File: src/rtl/nibble_serial_adder.sv
// Multi-cycle WIDTH-bit adder that reuses one 4-bit ripple-carry slice, LSB nibble first.
// Optional subtract mode is enabled by defining NIBBLE_SERIAL_ADDER_SUB_EN.
module nibble_serial_adder #(
  parameter int WIDTH = 16
) (
  input  logic             clk,
  input  logic             rst,
  input  logic             in_valid,
  output logic             in_ready,
  input  logic [WIDTH-1:0] A,
  input  logic [WIDTH-1:0] B,
  input  logic             Ci,
`ifdef NIBBLE_SERIAL_ADDER_SUB_EN
  input  logic             sub,
`endif
  output logic             out_valid,
  input  logic             out_ready,
  output logic [WIDTH-1:0] S,
  output logic             Co,
  output logic             busy
);

  localparam int NIB = WIDTH / 4;
  localparam int CW  = (NIB > 1) ? $clog2(NIB) : 1;

  if ((WIDTH % 4) != 0 || WIDTH < 4) begin : g_bad_width
    $error("nibble_serial_adder: WIDTH must be a multiple of 4 and at least 4");
  end

  typedef enum logic [1:0] {
    IDLE = 2'd0,
    RUN  = 2'd1,
    DONE = 2'd2
  } state_t;

  state_t           state_q, state_d;
  logic [CW-1:0]    cnt_q, cnt_d;
  logic [WIDTH-1:0] a_q, a_d;
  logic [WIDTH-1:0] b_q, b_d;
  logic             carry_q, carry_d;
  logic [WIDTH-1:0] s_q, s_d;
  logic             co_q, co_d;
  logic [3:0]       nib_a, nib_b;
  logic [4:0]       slice;

  // The single shared 4-bit ripple-carry slice; bit 4 is the nibble carry-out.
  function automatic logic [4:0] ripple4(input logic [3:0] x, input logic [3:0] y,
                                         input logic c);
    logic [4:0] r;
    logic       cc;
    r  = '0;
    cc = c;
    for (int i = 0; i < 4; i++) begin
      r[i] = x[i] ^ y[i] ^ cc;
      cc   = (x[i] & y[i]) | (cc & (x[i] ^ y[i]));
    end
    r[4] = cc;
    return r;
  endfunction

  always_comb begin
    state_d = state_q;
    cnt_d   = cnt_q;
    a_d     = a_q;
    b_d     = b_q;
    carry_d = carry_q;
    s_d     = s_q;
    co_d    = co_q;
    nib_a   = '0;
    nib_b   = '0;

    for (int k = 0; k < NIB; k++) begin
      if (cnt_q == CW'(k)) begin
        nib_a = a_q[4*k +: 4];
        nib_b = b_q[4*k +: 4];
      end
    end
    slice = ripple4(nib_a, nib_b, carry_q);

    case (state_q)
      IDLE: begin
        if (in_valid) begin
          a_d   = A;
          cnt_d = '0;
          s_d   = '0;
`ifdef NIBBLE_SERIAL_ADDER_SUB_EN
          // Subtract as A + ~B + 1; Co then reads as "no borrow".
          if (sub) begin
            b_d     = ~B;
            carry_d = 1'b1;
          end else begin
            b_d     = B;
            carry_d = Ci;
          end
`else
          b_d     = B;
          carry_d = Ci;
`endif
          state_d = RUN;
        end
      end
      RUN: begin
        for (int k = 0; k < NIB; k++) begin
          if (cnt_q == CW'(k)) s_d[4*k +: 4] = slice[3:0];
        end
        carry_d = slice[4];
        cnt_d   = cnt_q + CW'(1);
        if (cnt_q == CW'(NIB - 1)) begin
          co_d    = slice[4];
          cnt_d   = '0;
          state_d = DONE;
        end
      end
      DONE: begin
        if (out_ready) state_d = IDLE;
      end
      default: state_d = IDLE;
    endcase
  end

  always_ff @(posedge clk) begin
    if (rst) begin
      state_q <= IDLE;
      cnt_q   <= '0;
      carry_q <= 1'b0;
      s_q     <= '0;
      co_q    <= 1'b0;
    end else begin
      state_q <= state_d;
      cnt_q   <= cnt_d;
      carry_q <= carry_d;
      s_q     <= s_d;
      co_q    <= co_d;
    end
  end

  // Latched operands are only read while RUN, so they need no reset.
  always_ff @(posedge clk) begin
    a_q <= a_d;
    b_q <= b_d;
  end

  assign in_ready  = (state_q == IDLE);
  assign out_valid = (state_q == DONE);
  assign busy      = (state_q != IDLE);
  assign S         = s_q;
  assign Co        = co_q;

endmodule

File: config.mk
export PLATFORM = sky130hd
export DESIGN_NAME = nibble_serial_adder
export DESIGN_NICKNAME = d
export VERILOG_FILES = /design/src/rtl/nibble_serial_adder.sv
export SDC_FILE = /design/constraint.sdc
export NUM_CORES = 1
export LEC_CHECK = 0
export ABC_AREA = 1
export CAP_MARGIN = 20
export CORE_ASPECT_RATIO = 0.9
export CORE_MARGIN = 2
export CORE_UTILIZATION = 45
export DETAILED_ROUTE_END_ITERATION = 7
export PLACE_DENSITY = 0.76
export SLEW_MARGIN = 10
export SYNTH_ARGS = -nofsm -noshare
export SYNTH_HDL_FRONTEND = slang
export SYNTH_SLANG_ARGS = --single-unit
File: constraint.sdc
create_clock -name clk -period 2.9 [get_ports clk]
set_input_delay 0.435 -clock clk [delete_from_list [all_inputs] [get_ports clk]]
set_output_delay 0.435 -clock clk [all_outputs]
set_load 0.05 [all_outputs]
==> impl_metrics.json, run 1 <==
{
  "fin_nets": 375,
  "path_class": "flip-flop to flip-flop",
  "drt_iter0_drc": 83,
  "startpoint_type": "flip-flop",
  "netSwitchingFraction": 0.311,
  "crit_required_ps": 3150,
  "post_drt_wl_per_cell_um": 13.0,
  "final_area_um2": 3310,
  "clockBufferDepth": 2,
  "outcome": "completed",
  "die_h_um": 74.5,
  "grt_max_degree": 35,
  "critical_path.endpoint_type": "flip-flop",
  "powerDensity_nw_per_um2": 540,
  "synth_cells": 264,
  "ant_nets": 0,
  "gp_congestion": 0.805,
  "pwr-share-comb": 0.260,
  "finalSetupViolations": 0,
  "antenna_found_initial": 0,
  "cp.arrival_ps": 3050,
  "ir_worst_vdd_mv": 0.361,
  "seq_area_frac_synth": 0.565,
  "period_needed_ps": 2800,
  "grt-ovfl-total": 0,
  "area_growth_pct": 33.3,
  "ios": 57,
  "p_seq_frac": 0.503,
  "rows": 25,
  "clock_latency_ps": 310,
  "dr.pass1.iters": 6,
  "place.detailed.hpwl_mm": 3.80,
  "rsz0062_at_grt": "yes",
  "dp_cells": 389,
  "clkSinkCount": 54,
  "drt-total-wl_mm": 5.18,
  "grt_pass1_wl_mm": 8.35,
  "max_stage_delay_ps": 500,
  "path_cells": "buf_4 -> ha_4 -> a21oi_2 -> nand2_1 -> nand2_1 -> nand2_1 -> fa_2 -> inv_2 -> fa_1 -> inv_1 -> fa_2 -> fa_1 -> inv_2 -> nor2_4 -> a21oi_1 -> nor2_1",
  "core-area_um2": 5290,
  "remaining_drc_errors": 0,
  "first_global_vias": 1837,
  "p_sw_w": 0.000555,
  "via_count": 1935,
  "vias_per_cell": 4.86,
  "critPathBufInv": 4,
  "synth-seq-cells": 54,
  "port_buffers": 56,
  "grt_util_all_layers": 0.181,
  "crit_family": "adder cells",
  "drive_gt1_frac": 0.145,
  "htree_levels": 2,
  "clk_pin_slew_ps": 100,
  "stdcell_count": 398,
  "drv_slew": 0,
  "avgSynthCellArea_um2": 9.40,
  "min_period_over_period": 0.964,
  "slew_headroom": 0.658,
  "hold_class": "flip-flop to flip-flop",
  "max_freq_ghz": 0.358,
  "ys_warn_count": 0,
  "worstMarginPinSlew_ps": 511,
  "diodes": 0,
  "skew_ps": 5.42,
  "die_x_um": 82.3,
  "clockPowerShare": 0.237,
  "synth_area_um2": 2480,
  "cts_hold_buf": 0,
  "cts_root_buffer": "clkbuf_8",
  "cts_inserted_buffers": 5,
  "ys_types": 22,
  "place_area_um2": 3140,
  "start_util": 0.470,
  "finalHoldViolations": 0,
  "p_leak_nw": 1.33,
  "crit_top_cell": "nand2_1",
  "drv_cap": 0,
  "p_int_w": 0.00123,
  "die-area_um2": 6130,
  "worstPathMaxFanout": 5,
  "syn_nets": 309,
  "whs_ps": 522,
  "cts_tree": "built",
  "slowest_stage": "fa_1"
}
logic make-up (layout without fill, tap and decap cells):
family                   count (synthesis)  count (layout)  share of synthesized area
AO/OA/AOI/OAI                           36              36                     0.0751
adder cells (fa/ha/maj)                  8               8                     0.0524
buffers and inverters                   45             112                     0.0842
flip-flops                              54              54                      0.565
AND/OR/NAND/NOR                        121             121                      0.224
registers in the layout, summed over array words and instances, names as in the netlist:
name	flops
state_q	2
b_q	16
carry_q	1
S	16
cnt_q	2
a_q	16
Co	1
tightest hold or removal path, delay by kind of cell, from the launching register on:
kind            cells  cell delay (ps)
compound gates      1               80
flops               1              320
simple gates        1               70
metal layers:
layer / wire [um] / GRT usage
met1: 2300 / 0.234
met2: 2510 / 0.295
met3: 294 / 0.0461
met4: 77 / 0.0685
met5: 0 / 0
repair_timing:
action / in CTS / in global routing
setup buffers: 1 / 0
endpoints found under the setup margin: 4 / 5
gates resized for setup: 8 / 16
hold endpoints to repair: 0 / 0
pin swaps: 0 / 3
final cells by class:
cell class	count	area [um^2]
clock inverters	3	20.0
flip-flops and latches	54	1410
fillers	455	1980
inverters	35	136
multi-input cells	165	932
clock buffers	5	68.8
repair buffers	69	658
well taps	67	83.8
worst paths after layout:
| path | start | endpoint | slack (ps) | cells after the start |
|---|---|---|---|---|
| max | cnt_q[1] | S[7] | 100 | 16 |
| min | Co | Co | 520 | 2 |
| max reg2reg | cnt_q[1] | S[7] | 100 | 16 |
| min reg2reg | Co | Co | 520 | 2 |
power by group through the flow:
stage / Sequential, W / Clock [W] / Combinational (W)
floorplan: 0.000994 / 0 / 0.000212
global placement: 0.000915 / 0 / 0.000435
detailed placement: 0.000916 / 0 / 0.000445
CTS: 0.000899 / 0.000427 / 0.000455
global route: 0.000904 / 0.000459 / 0.000513
finish: 0.000898 / 0.000424 / 0.000464
Yosys cell counts, drive strengths merged:
cell type | number | area [um^2]
o21ai | 3 | 18.8
a21oi | 32 | 160
inv | 34 | 130
fa | 4 | 80.1
buf | 10 | 75.1
nand2 | 53 | 214
a21boi | 1 | 7.51
dfxtp | 22 | 440
nor2 | 37 | 158
edfxtp | 32 | 961
clkinv | 1 | 3.75
nand3 | 30 | 178
or2 | 1 | 6.26
ha | 4 | 50.1
per-stage QoR:
stage | util | worst slack (ps) | total power, W | setup TNS, ps
after global routing | 0.626 | -7.49 | 0.00188 | -14.1
final | 0.626 | 105 | 0.00179 | 0
after global placement | 0.595 | 19.1 | 0.00135 | 0
after detailed placement | 0.595 | -91.5 | 0.00136 | -337
after floorplan | - | 9.90 | 0.00121 | 0
after CTS | 0.618 | 13.5 | 0.00178 | 0
layout by cell type (no fill, tap or decap):
cell type,n
edfxtp_1,32
a21oi_1,30
dfxtp_4,2
a21oi_2,2
clkbuf_8,5
dfxtp_1,20
inv_2,5
clkdlybuf4s50_1,56
nand2_4,2
nand3_4,1
a21boi_1,1
nor2_4,1
inv_6,1
o21ai_0,1
o21ai_2,1
nand3_2,3
fa_1,2
nor2_8,1
nor2_2,1
buf_4,13
o21ai_1,1
inv_4,2
ha_4,3
nand2_1,51
inv_1,27
nand3_1,26
ha_2,1
clkinv_1,2
clkinvlp_4,1
or2_2,1
fa_2,2
nor2_1,34
(Power assumes the default switching activity.)
==> inputs of run 2 (changes only) <==
- CORE_MARGIN: 2 -> default
- CTS_CLUSTER_DIAMETER: default -> 80
- PLACE_DENSITY: 0.76 -> 0.72
==> run 2 against run 1 <==
Core utilization grew 0.33 points. Global-route usage grew 0.47 points. Setup slack gained 32 ps. Critical path depth shrank 2. Final area grew 0.53%. Via count grew 0.62%. Critical path type unchanged. Sequential share of layout area shrank 0.22 points.
==> impl_metrics.json, run 2 (synthesis results as in run 1) <==
{
  "hold_path_depth": 2,
  "outcome": "completed",
  "final_cell_mix": "clkdlybuf4s50_1 (56), nand2_1 (51), nor2_1 (34), a21oi_1 (32), edfxtp_1 (32)",
  "final_area_um2": 3330,
  "antenna_found_initial": 0,
  "remaining_drc_errors": 0,
  "ant_nets": 0,
  "post-route-util": 0.629,
  "p_leak_nw": 1.35,
  "max_freq_ghz": 0.362,
  "post_drt_wl_per_cell_um": 12.3,
  "slew_headroom": 0.665,
  "drive_gt1_frac": 0.132,
  "min_from": "Co",
  "core-area_um2": 5290,
  "finalHoldViolations": 0,
  "drv_slew": 0,
  "skew_ps": 10.6,
  "path_class": "flip-flop to flip-flop",
  "max_stage_delay_ps": 480,
  "rows": 25,
  "htree_levels": 2,
  "drv_cap": 0,
  "ir_worst_vdd_mv": 0.324,
  "clockBufferDepth": 2,
  "cp.arrival_ps": 3010,
  "powerDensity_nw_per_um2": 529,
  "grt-ovfl-total": 0,
  "path_cells": "buf_4 -> ha_4 -> a21oi_1 -> a21oi_1 -> fa_1 -> inv_1 -> fa_1 -> inv_1 -> fa_2 -> fa_1 -> inv_1 -> nor2_4 -> a21oi_1 -> nor2_1",
  "period_needed_ps": 2760,
  "finalSetupViolations": 0,
  "hold_class": "flip-flop to flip-flop",
  "diodes": 0,
  "worstMarginPinSlew_ps": 502,
  "critical_path.endpoint_type": "flip-flop",
  "slowest_stage": "fa_1",
  "drt_iter0_drc": 72,
  "drt-total-wl_mm": 4.92,
  "port_buffers": 56,
  "fin_tns_setup_ps": 0,
  "grt_max_degree": 35,
  "vias_per_cell": 4.86,
  "place_area_um2": 3160,
  "place.detailed.hpwl_mm": 3.60,
  "timing.rr.start": "cnt_q[0]",
  "clk_pin_slew_ps": 80,
  "clock_latency_ps": 310,
  "fin_nets": 378,
  "die-area_um2": 5820,
  "first_global_vias": 1829,
  "grt_util_all_layers": 0.186,
  "die_h_um": 72.5,
  "reg2regPathDepth": 14,
  "worstPathMaxFanout": 6,
  "cts_root_buffer": "clkbuf_8",
  "critPathBufInv": 4,
  "start_util": 0.470,
  "startpoint_type": "flip-flop",
  "hold_end": "Co",
  "clkSinkCount": 54,
  "area_growth_pct": 34.0,
  "gp_congestion": 0.837,
  "r2r_slack_ps": 140,
  "dr.pass1.iters": 4,
  "via_count": 1947,
  "min_period_over_period": 0.953,
  "crit_required_ps": 3150,
  "cts_inserted_buffers": 5,
  "die_x_um": 80.3,
  "cts_tree": "built",
  "grt_pass1_wl_mm": 8.00,
  "cts_hold_buf": 0,
  "r2r_end": "S[15]",
  "crit_family": "adder cells",
  "final_common_cell": "clkdlybuf4s50_1",
  "ios": 57
}
## run 2: changes by cell type in the layout (fill, tap and decap cells not counted), moves of 2 or more
| cell | change |
|---|---|
| buf_4 | +3 |
| inv_1 | +3 |
| inv_2 | -3 |
| a21oi_1 | +2 |
| a21oi_2 | -2 |
| clkbuf_1 | +2 |
## run 2: repair_timing
action	CTS	global route
buffers inserted	0	2
gates resized for setup	8	10
pin swaps	0	3
setup endpoints to repair	4	5
## run 2: per-layer routing
metal	GRT usage	share of wire
met4	0.0952	0.022
met3	0.0377	0.042
met2	0.326	0.50
met1	0.216	0.44
met5	0	0
## run 2: worst min-delay path, delay by kind of cell, from the launching register on
kind | cells | cell delay (ps)
flops | 1 | 330
compound gates | 1 | 70
simple gates | 1 | 60
## run 2: through the flow
stage	setup slack (ps)	hold slack (ps)	power, W	instances
2_1_floorplan	9.90	466	0.00121	264
3_3_place_gp	-3.82	452	0.00135	391
3_5_place_dp	-66.4	489	0.00136	391
4_1_cts	38.2	502	0.00177	399
5_1_grt	-5.37	534	0.00185	401
6_report	136	517	0.00176	401
## run 2: where the power goes
group          leakage [nW]  internal [W]  switching (W)
Combinational         0.820      0.000184       0.000270
Sequential            0.489      0.000874      0.0000255
Clock                0.0385      0.000171       0.000235
## run 2: how the worst max path moves through the flow
stage	endpoint	start	cells past startpoint
after CTS	S[15]	cnt_q[0]	17
after global routing	S[3]	cnt_q[0]	17
final	S[15]	cnt_q[0]	14
after detailed placement	S[7]	cnt_q[0]	17
after global placement	S[15]	cnt_q[1]	16
after floorplan	S[11]	cnt_q[0]	18
## run 2: area by class of cell
type,count,area [um^2]
Sequential cell,54,1410
Tap cell,67,83.8
Timing Repair Buffer,72,681
Multi-Input combinational cell,165,932
Clock inverter,1,7.51
Fill cell,479,1960
Clock buffer,7,76.3
Inverter,35,136
==> patch: new RTL, flow settings as in run 1 <==
The 3 states of `state_t` get a one-hot encoding in 3 bits.
--- a/src/rtl/nibble_serial_adder.sv
+++ b/src/rtl/nibble_serial_adder.sv
@@ -27,10 +27,10 @@
     $error("nibble_serial_adder: WIDTH must be a multiple of 4 and at least 4");
   end
 
-  typedef enum logic [1:0] {
-    IDLE = 2'd0,
-    RUN  = 2'd1,
-    DONE = 2'd2
+  typedef enum logic [2:0] {
+    IDLE = 3'b001,
+    RUN  = 3'b010,
+    DONE = 3'b100
   } state_t;
 
   state_t           state_q, state_d;
Function: same outputs for any inputs over 10 cycles, from zero or initial values and one cycle with rst high; not proved beyond that.
==> patch against run 1 <==
- power increased by 2.4%
- largest cell class unchanged
- final area increased by 1.7%
- routed wire length is 2.9% higher
- synthesized area down 0.30%
- setup slack gained 0.022 ns
- sequential power increased by 4.0%
- via count is 0.36% higher
- sequential cell count up 1
- critical path depth rose by 1
==> patch: results (changes against run 1) <==
| Metric | Value |
|---|---|
| Largest net degree at the start of global routing | 34 (-2.9%) |
| Nets | 368 (-1.9%) |
| Placed Area | 3150 µm² (+0.28%) |
| Gpl congestion | 0.834 (+3.6%) |
| GRT met2 Usage | 0.308 (+0.0132) |
| Post-CTS sizing | 13 (+5) |
| Top cells by count, synth | 50 x nand2_1, 34 x nor2_1, 32 x edfxtp_1 |
| M1 GR Usage | 0.235 (+0.00111) |
| Vias | 1,942 (+0.36%) |
| Worst slack, placed | -0.0789 ns (+0.0126 ns) |
| Synth Area in Adders | 0.0526 (+0.000159) |
| All-Layer GR Usage | 0.187 (+0.00538) |
| H-Tree Level Count | 2 (unchanged) |
| Syn_nets | 298 (-3.6%) |
| Worst Hold Class | reg2reg |
| Setup Fix Bufs, Post-CTS | 3 (+2) |
| Crit path DAT | 2.99 ns (-0.06 ns) |
| Distinct cells, synth | 26 (+18%) |
| Clk pin slew, worst setup/hold paths | 0.09 ns |
| CP peak stage delay | 0.40 ns (-0.10 ns) |
| Share of cells above drive strength 1 | 0.201 (+0.0556) |
| First-pass GRT wire length | 8450 µm (+1.2%) |
| Status | completed |
| Mapped Cells | 253 (-4.2%) |
| Worst Skew | 0.00697 ns (+0.00155 ns) |
| Metal2 WL | 2630 µm (+5.1%) |
| Post-synthesis sequential area ratio | 0.574 (+0.00980) |
| HPWL after detailed placement | 3690 µm (-3.0%) |
| Leak | 1.39 nW (+4.1%) |
| Fillers | 411 (-9.7%) |
| Inst Count DP | 379 (-2.6%) |
| WL per Instance | 13.6 µm (+4.7%) |
| Maximum fanout along the worst path | 6 (+1) |
| Met3 usage | 0.0546 (+0.00850) |
| Iter 0 DRT Violations | 134 (+61%) |
| Synth top area cells | edfxtp_1 39%, dfxtp_1 19%, nand2_1 7.6% |
| Switching part of the total | 0.314 (+0.00279) |
| Worst vdd ir | 0.322 mV (-11%) |
| Metal-1 WL | 2180 µm (-5.0%) |
| Met3 WL | 394 µm (+34%) |
| Worst R2R Start | cnt_q[1] |
| Vias/cell | 4.97 (+2.2%) |
| DRT Pass-1 Iters | 5 (-1) |
| Sequential Area | 1430 µm² (+1.4%) |
| Least-Margin Pin Slew | 0.575 ns (+0.0639 ns) |
| Compound-Gate Fraction of Synth Area | 0.0738 (-0.00129) |
[patch: cell types whose count changed after synthesis, moves of 4 or more]
cell / delta
a21oi_1: -11
buf_2: -4
nand3_1: -10
inv_1: -11
inv_2: +4
nand2_2: +5
o21ai_0: +11
nand3b_1: +5
[patch: cell type report]
type,instances,area share
Sequential cell,55,0.425
Clock inverter,3,0.00446
Tap cell,67,0.0249
Clock buffer,5,0.0205
Timing Repair Buffer,70,0.199
Multi-Input combinational cell,164,0.293
Inverter,27,0.0331
[patch: power by group through the flow]
stage | clock (mW) | combinational, mW | sequential [mW]
after floorplan | 0 | 0.220 | 1.04
after global placement | 0 | 0.456 | 0.950
after detailed placement | 0 | 0.464 | 0.952
after CTS | 0.414 | 0.475 | 0.934
after global routing | 0.449 | 0.535 | 0.941
final | 0.409 | 0.486 | 0.934
[patch: path summary, 6_finish.rpt]
path         slack (ns)    to  cells past startpoint
min reg2reg        0.47    Co                      2
min                0.47    Co                      2
max                0.13  S[7]                     17
max reg2reg        0.13  S[7]                     17
